[config.mk]
export PLATFORM = sky130hd
export DESIGN_NAME = display_driver
export DESIGN_NICKNAME = d
export VERILOG_FILES = /design/src/rtl/display_pkg.sv /design/src/rtl/display_driver_glyph.sv /design/src/rtl/display_driver.sv
export SDC_FILE = /design/constraint.sdc
export NUM_CORES = 1
export LEC_CHECK = 0
export BUFFER_PORTS_ARGS = -buffer_cell sky130_fd_sc_hd__buf_2
export CORE_MARGIN = 3
export CORE_UTILIZATION = 45
export CTS_CLUSTER_SIZE = 12
export DETAILED_ROUTE_END_ITERATION = 6
export PLACE_DENSITY = 0.72
export SYNTH_ARGS = -nofsm -noshare
export SYNTH_HDL_FRONTEND = slang
export SYNTH_HIERARCHICAL = 1
export SYNTH_SLANG_ARGS = --single-unit
[constraint.sdc]
create_clock -name clock -period 6.2 [get_ports clock]
set_input_delay 0.31 -clock clock [delete_from_list [all_inputs] [get_ports clock]]
set_output_delay 0.31 -clock clock [all_outputs]
set_load 0.1 [all_outputs]
[src/rtl/display_pkg.sv]
// Shared types and glyph table for the multiplexed 7-segment driver.
// Segment vectors are active-low {g,f,e,d,c,b,a}.
package display_pkg;

  localparam logic [6:0] SEG_BLANK = 7'h7F;

  localparam logic [4:0] G_0    = 5'd0;
  localparam logic [4:0] G_1    = 5'd1;
  localparam logic [4:0] G_8    = 5'd8;
  localparam logic [4:0] G_F    = 5'd15;
  localparam logic [4:0] G_G    = 5'd16;
  localparam logic [4:0] G_H    = 5'd17;
  localparam logic [4:0] G_J    = 5'd18;
  localparam logic [4:0] G_L    = 5'd19;
  localparam logic [4:0] G_N    = 5'd20;
  localparam logic [4:0] G_O    = 5'd21;
  localparam logic [4:0] G_P    = 5'd22;
  localparam logic [4:0] G_R    = 5'd23;
  localparam logic [4:0] G_T    = 5'd24;
  localparam logic [4:0] G_U    = 5'd25;
  localparam logic [4:0] G_Y    = 5'd26;
  localparam logic [4:0] G_DASH = 5'd27;
  localparam logic [4:0] G_UNDS = 5'd28;
  localparam logic [4:0] G_DEG  = 5'd29;

  typedef struct packed {
    logic       en;
    logic [4:0] glyph;
  } char_code_t;

  // 0-F hex, then letters/symbols; 30 and 31 are unassigned (blank).
  localparam logic [6:0] GLYPH_TABLE [32] = '{
    7'h40, 7'h79, 7'h24, 7'h30,
    7'h19, 7'h12, 7'h02, 7'h78,
    7'h00, 7'h10, 7'h08, 7'h03,
    7'h46, 7'h21, 7'h06, 7'h0E,
    7'h42, 7'h09, 7'h61, 7'h47,
    7'h2B, 7'h23, 7'h0C, 7'h2F,
    7'h07, 7'h41, 7'h11, 7'h3F,
    7'h77, 7'h1C, 7'h7F, 7'h7F
  };

endpackage

[src/rtl/display_driver_glyph.sv]
// Glyph index to active-low segment pattern lookup.
// Purely combinational; table lives in display_pkg.
module glyph_decoder
  import display_pkg::*;
(
  input  logic [4:0] i_glyph,
  output logic [6:0] o_seg
);

  // Table lookup; unassigned entries already hold SEG_BLANK.
  always_comb begin
    o_seg = GLYPH_TABLE[i_glyph];
  end

endmodule

[src/rtl/display_driver.sv]
// 8-digit multiplexed 7-segment driver with tear-free frame snapshot.
// Optional blink feature: define DISPLAY_DRIVER_BLINK_EN.
module display_driver
  import display_pkg::*;
#(
  parameter int REFRESH_DIV  = 100000,
  parameter int BLANK_CYCLES = 16,
  parameter int BLINK_DIV    = 250
) (
  input  logic       clock,
  input  logic       reset,
  input  logic [5:0] d1,
  input  logic [5:0] d2,
  input  logic [5:0] d3,
  input  logic [5:0] d4,
  input  logic [5:0] d5,
  input  logic [5:0] d6,
  input  logic [5:0] d7,
  input  logic [5:0] d8,
  input  logic [7:0] dp,
`ifdef DISPLAY_DRIVER_BLINK_EN
  input  logic [7:0] blink,
`endif
  output logic [7:0] an,
  output logic [6:0] seg,
  output logic       dp_n,
  output logic       frame_tick
);

  localparam int PW = (REFRESH_DIV > 1) ? $clog2(REFRESH_DIV) : 1;
  localparam logic [PW-1:0] P_LAST  = PW'(REFRESH_DIV - 1);
  localparam logic [PW-1:0] P_BLANK = PW'(BLANK_CYCLES);

  if (REFRESH_DIV < 2 || BLANK_CYCLES >= REFRESH_DIV ||
      BLANK_CYCLES < 0 || BLINK_DIV < 1) begin : g_param_err
    $error("display_driver: illegal parameter set");
  end

  logic [PW-1:0] r_presc;
  logic [2:0]    r_idx;
  char_code_t    r_snap [8];
  logic [7:0]    r_dp;
  logic [7:0]    r_an;
  logic [6:0]    r_seg;
  logic          r_dp_n;
  logic          r_tick;

  char_code_t    w_in [8];
  char_code_t    w_code;
  logic          w_capture;
  logic          w_slot_end;
  logic          w_wrap;
  logic          w_dp_req;
  logic          w_blink_off;
  logic          w_lit;
  logic [6:0]    w_glyph_seg;

  assign w_slot_end = (r_presc == P_LAST);
  assign w_wrap     = w_slot_end && (r_idx == 3'd7);
  assign w_capture  = (r_presc == '0) && (r_idx == 3'd0);

  // Gather the live character inputs, d1 at slot 0.
  always_comb begin
    w_in[0] = char_code_t'(d1);
    w_in[1] = char_code_t'(d2);
    w_in[2] = char_code_t'(d3);
    w_in[3] = char_code_t'(d4);
    w_in[4] = char_code_t'(d5);
    w_in[5] = char_code_t'(d6);
    w_in[6] = char_code_t'(d7);
    w_in[7] = char_code_t'(d8);
  end

  // Slot prescaler and scan index.
  always_ff @(posedge clock) begin
    if (!reset) begin
      r_presc <= '0;
      r_idx   <= 3'd0;
    end else if (w_slot_end) begin
      r_presc <= '0;
      r_idx   <= r_idx + 3'd1;
    end else begin
      r_presc <= r_presc + PW'(1);
    end
  end

  // Frame snapshot, taken at the first cycle of slot 0.
  always_ff @(posedge clock) begin
    if (!reset) begin
      for (int k = 0; k < 8; k++) begin
        r_snap[k] <= '0;
      end
      r_dp <= 8'h00;
    end else if (w_capture) begin
      for (int k = 0; k < 8; k++) begin
        r_snap[k] <= w_in[k];
      end
      r_dp <= dp;
    end
  end

`ifdef DISPLAY_DRIVER_BLINK_EN
  localparam int BW = $clog2(BLINK_DIV + 1);
  localparam logic [BW-1:0] F_LAST = BW'(BLINK_DIV - 1);

  logic [7:0]    r_blink;
  logic [BW-1:0] r_fcnt;
  logic          r_phase;

  // Blink mask snapshot and frame-count driven blink phase.
  always_ff @(posedge clock) begin
    if (!reset) begin
      r_blink <= 8'h00;
      r_fcnt  <= '0;
      r_phase <= 1'b0;
    end else begin
      if (w_capture) begin
        r_blink <= blink;
      end
      if (w_wrap) begin
        if (r_fcnt == F_LAST) begin
          r_fcnt  <= '0;
          r_phase <= ~r_phase;
        end else begin
          r_fcnt <= r_fcnt + BW'(1);
        end
      end
    end
  end

  // Capture cycle is always slot 0, so bypass reads blink[7].
  assign w_blink_off = r_phase &
    (w_capture ? blink[7] : r_blink[3'd7 - r_idx]);
`else
  assign w_blink_off = 1'b0;
`endif

  // Current slot's code; bypass the snapshot on the capture cycle
  // so that a zero-length blank still shows fresh data.
  always_comb begin
    w_code   = r_snap[r_idx];
    w_dp_req = r_dp[3'd7 - r_idx];
    if (w_capture) begin
      w_code   = w_in[0];
      w_dp_req = dp[7];
    end
  end

  assign w_lit = w_code.en && !w_blink_off && (r_presc >= P_BLANK);

  glyph_decoder u_glyph (
    .i_glyph (w_code.glyph),
    .o_seg   (w_glyph_seg)
  );

  // Registered outputs, one cycle behind prescaler/index state.
  always_ff @(posedge clock) begin
    if (!reset) begin
      r_an   <= 8'hFF;
      r_seg  <= SEG_BLANK;
      r_dp_n <= 1'b1;
      r_tick <= 1'b0;
    end else begin
      r_tick <= w_wrap;
      if (w_lit) begin
        r_an   <= ~(8'h80 >> r_idx);
        r_seg  <= w_glyph_seg;
        r_dp_n <= ~w_dp_req;
      end else begin
        r_an   <= 8'hFF;
        r_seg  <= SEG_BLANK;
        r_dp_n <= 1'b1;
      end
    end
  end

  assign an         = r_an;
  assign seg        = r_seg;
  assign dp_n       = r_dp_n;
  assign frame_tick = r_tick;

endmodule

### Word level (Yosys, flattened, before mapping)

Memory sizes are Yosys's and may differ from the RTL's. A register that Yosys moved wholly into a read port is not among the register bits.
Cells that the tools add are included.

| storage, ports and cells | value |
|---|---|
| flip-flop bits (word level) | 38 |
| RAM bits | 48 |
| bits in read-only memories | 224 |
| input port bits | 58 |
| output and inout bits | 17 |
| logic and storage cells | 54 |
| memories kept | 2 |

| cells by class | value |
|---|---|
| $add $sub $neg | 3 |
| magnitude comparators | 2 |
| equal/unequal tests | 2 |
| shift operators | 1 |
| muxes and demuxes | 18 |
| bitwise operators | 12 |
| reductions and logical operators | 8 |

Memories:

| memory | words | width | read ports | clocked after memory_dff | write ports | line | source |
|---|---|---|---|---|---|---|---|
| (name not given) | 32 | 7 | 1 | 1 | 0 | display_driver_glyph.sv:12 | `o_seg = GLYPH_TABLE[i_glyph];` |
| r_snap | 8 | 6 | 1 | 1 | 8 | display_driver.sv:41 | `char_code_t r_snap [8];` |

Operators by type and width:

| kind | number |
|---|---|
| $mux W6 | 9 |
| $add A17 B1 Y17 const B | 1 |
| $eq A17 B17 Y1 const B | 1 |
| $ge A17 B5 Y1 const B | 1 |
| $logic_not A17 Y1 | 1 |
| $not A8 Y8 | 1 |
| $or A1 B1 Y1 | 8 |
| $shr A8 B3 Y8 const A | 1 |
| $mux W1 | 6 |
| $mux W3 | 2 |
| $not A5 Y6 | 1 |
| $lt A3 B4 Y1 const B | 1 |
| $add A3 B1 Y3 const B | 1 |
| $bmux W1 S3 | 1 |
| $eq A3 B3 Y1 const B | 1 |
| $logic_and A1 B1 Y1 | 3 |
| $logic_not A3 Y1 | 1 |
| $sub A3 B3 Y3 const A | 1 |
| $not A1 Y1 | 2 |
| $reduce_and A2 Y1 | 1 |
| $reduce_or A2 Y1 | 1 |
| $logic_not A1 Y1 | 1 |

### Longest topological paths before layout

| depth | value |
|---|---|
| depth after elaboration | 6 |
| mapped depth | 12 |
| gate-level depth less buffers | 11 |

### By module

Netlist, hierarchy kept.

By module, submodules not included:

| module | times used | cells an instance | area an instance (µm²) | sequential area each (µm²) |
|---|---|---|---|---|
| display_driver | 1 | 334 | 4150.2 | 2402.3 |
| glyph_decoder | 1 | 63 | 488.0 | 0.0 |

### Worst setup path before layout

No wires, ideal clock.

| timing path | value |
|---|---|
| path type | register to register |
| start point | register (tool-made name) |
| end point | register r_seg[0], in the netlist seg[0] |
| setup time | 0.126 ns |
| arrival | 2.769 ns |
| data required time | 6.074 ns |
| path slack | 3.305 ns |
| cell stages (with the launch flop) | 9 |
| path buffers | 1 |
| period minus slack after synthesis | 2.895 ns |
| cells stage by stage | dfxtp_1 buf_2 mux4_2 mux2_2 mux2_2 ha_1 mux2_4 mux4_2 nand2b_1 |

RTL lines:

| item | line | source |
|---|---|---|
| to (decl) | display_driver.sv:44 | `logic [6:0] r_seg;` |

==> impl_metrics.py <==
metrics = {
    "drt": {
        "postRouteWirelength_um": 8738,
        "avgRoutedWirePerCell_um": 14.64,
        "drc_errors": 0,
        "avgViaCountPerCell": 5.154,
        "vias": 3077,
        "ant_nets": 0,
        "drt_iter0_markers": 208,
        "dr.pass1.iters": 4,
    },
    "setup_path": {
        "cp_cell_sequence": "inv_1 -> ha_1 -> and4_1 -> nand2_1 -> mux2_2 -> inv_1 -> ha_1 -> mux2i_1 -> mux4_2 -> nand2b_1",
        "start_kind": "flop",
        "critical_path_class": "flop to flop",
        "worst-path-buf-inv": 2,
        "crit_family": "multiplexers",
        "slowest_delay_ns": 0.55,
        "critPathMaxFanout": 14,
        "worst_path_max_delay_cell": "nand2_1",
        "critPathRequiredTime_ns": 6.42,
        "end_kind": "flop",
        "arrival_ns": 3.65,
    },
    "floorplanning": {
        "io_pins": 75,
        "die_y_um": 107.5,
        "coreArea_mm2": 0.009910,
        "placementRows": 36,
        "initial_core_util_pct": 46.81,
        "die_w_um": 107.5,
        "dieArea_mm2": 0.01156,
    },
    "timing": {
        "whs_ns": 0.1932,
        "hold_viol": 0,
        "max_slew.worst_pin.slew_ns": 1.055,
        "finalCriticalPeriod_ns": 3.432,
        "rsz0062_at_grt": "false",
        "post-route-period-util_pct": 55.36,
        "finalMaxSlewViolations": 0,
        "fin_ws_ns": 2.768,
        "setup_tns_ns": 0,
        "finClkSkew_ns": 0.007587,
        "slew_headroom_pct": 29.41,
        "fmax_mhz": 291.3,
        "finalSetupViolCount": 0,
    },
    "finish": {
        "n_fill_cell": 887,
        "n_antenna_cell": 0,
        "multiInputGateArea_mm2": 0.002068,
        "nNetsFinal": 532,
        "seqCellArea_mm2": 0.002402,
        "drive_above_1_share_pct": 28.02,
        "area_delta_synth_final_pct": 13.46,
    },
    "yosys": {
        "synth.most_common_cell": "and2_1",
        "synth.net_count": 470,
        "yosysWarnings": 6,
        "postSynthCellCount": 397,
        "synth.top_cell.area_share_pct": 31.08,
        "syn_area_per_cell_um2": 11.68,
        "synth-seq-cells": 96,
        "synth_edf_count": 48,
        "synth_common_cells": "and2_1 (49), dfxtp_1 (48), edfxtp_1 (48), nand2_1 (37), nor2_1 (19)",
        "async_flop_share_pct": 0,
        "ys.flop_type": "edfxtp_1",
        "seq_area_frac_synth_pct": 51.79,
        "yosys.area.top_type": "edfxtp_1",
        "synthTopCellsByArea": "edfxtp_1 (31%), dfxtp_1 (21%), mux4_2 (7.3%)",
        "syn_area_mm2": 0.004638,
        "ys_types": 49,
    },
    "pwr": {
        "ir_drop_mv": 0.1043,
        "powerDensity_mw_per_mm2": 256.9,
        "internal_power_w": 0.001011,
        "pwr-share-comb_pct": 15.3,
        "p_clk_share_pct": 30.4,
        "p_sw_w": 0.0003405,
        "power_frac_seq_pct": 54.3,
        "power_leakage_nw": 2.040,
        "sw_frac_of_total_pct": 25.19,
    },
    "grt": {
        "grt_max_degree": 49,
        "grt_pass1_wl_um": 14550,
        "grt_use_total_pct": 15.99,
        "overflow": 0,
        "grt_pass1_vias": 3055,
        "antenna_found_initial": 0,
    },
    "outcome": {
        "outcome": "finished, final reports clean",
    },
    "place": {
        "finalWeightedCongestion": 0.9031,
        "dp_hpwl_um": 6281,
        "pre_cts_ws_ns": 2.805,
        "port_buffers": 74,
    },
    "clocking": {
        "cts_root_buf": "clkbuf_8",
        "ctsHoldBuffers": 0,
        "cts-buffers-inserted": 9,
        "postCtsSetupBuffers": 0,
        "clkSinkCount": 96,
        "clk_pin_slew_worst_paths_ns": 0.09,
        "cts_buffer_depth": 2,
        "clk_latency_ns": 0.35,
        "htreeDepth": 3,
        "cts_tree": "yes",
        "cts.repair.resized": 0,
    },
    "flow_run": {
        "drv_cap": 0,
    },
    "hold_path": {
        "hold_class": "input port to flop",
    },
}
-- per-stage QoR --
| step | std cells | power [W] | instance area, um2 | util, % |
|---|---|---|---|---|
| final | 597 | 0.001352 | 5263 | 53.11 |
| after global routing | 597 | 0.001417 | 5263 | 53.11 |
| after CTS | 597 | 0.001365 | 5263 | 53.11 |
| after detailed placement | 581 | 0.0009546 | 5060 | 51.06 |
| after global placement | 581 | 0.0009480 | 5060 | 51.06 |
| after floorplan | 397 | 0.0009070 | 4638 | - |
-- tightest hold or removal path: stages --
cell,delay [ns]
buf_2,0.10
nand2_1,0.04
mux2i_1,0.05
-- routing by layer --
layer | GRT usage (%) | share of wire (%)
met5 | 0 | 0
met4 | 4.959 | 0.92
met3 | 3.179 | 4.0
met2 | 25.36 | 47
met1 | 22.17 | 48
-- path summary, 6_finish.rpt --
check	cells after the start	to	from	slack, ns
worst max-delay path	10	seg[0]	r_idx[0]	2.77
worst min-delay path	3	r_dp[5]	dp[5]	0.19
worst max register to register	10	seg[0]	r_idx[0]	2.77
worst min register to register	2	r_dp[6]	r_dp[6]	0.46
-- cell usage in the layout (no fill, tap or decap), drive strengths merged, types with 11 or more instances in the layout --
cell / synthesis / final
mux2: 16 / 16
nand2b: 11 / 11
edfxtp: 48 / 48
dfxtp: 48 / 48
nand2: 37 / 37
mux2i: 14 / 14
nand3: 18 / 18
ha: 15 / 15
nor2: 20 / 20
and2: 49 / 49
buf: 13 / 74
inv: 14 / 17
mux4: 15 / 15
-- cells by family after synthesis --
group,share of synthesized area [%]
AOI/OAI and AO/OA,4.020
xor gates and xnor gates,2.644
DFF,51.79
adders and majority gates,4.046
and+or+nand+nor,19.56
buffers and inverters,3.668
muxes,14.27
-- power groups by stage --
stage                     Clock, W  Sequential, W  Combinational (W)
final                     0.000411       0.000734           0.000207
after global routing      0.000448       0.000739           0.000229
after CTS                 0.000424       0.000735           0.000206
after detailed placement         0       0.000750           0.000205
after global placement           0       0.000748           0.000200
after floorplan                  0       0.000742           0.000165
-- state kept, by name (all words and copies together), names as in the netlist, named ones only --
signal / flops
an: 8
dp_n: 1
frame_tick: 1
r_dp: 8
r_idx: 3
r_presc: 17
r_snap: 48
seg: 7
-- area by class of cell --
cell class              instances  share of cell area, %
flip-flops and latches         96                  45.65
well taps                     133                  3.162
clock inverters                 7                  1.498
clock buffers                   9                  2.354
multi-input cells             264                  39.30
repair buffers                 74                  7.038
inverters                      14                 0.9986
(Power assumes the default switching activity.)
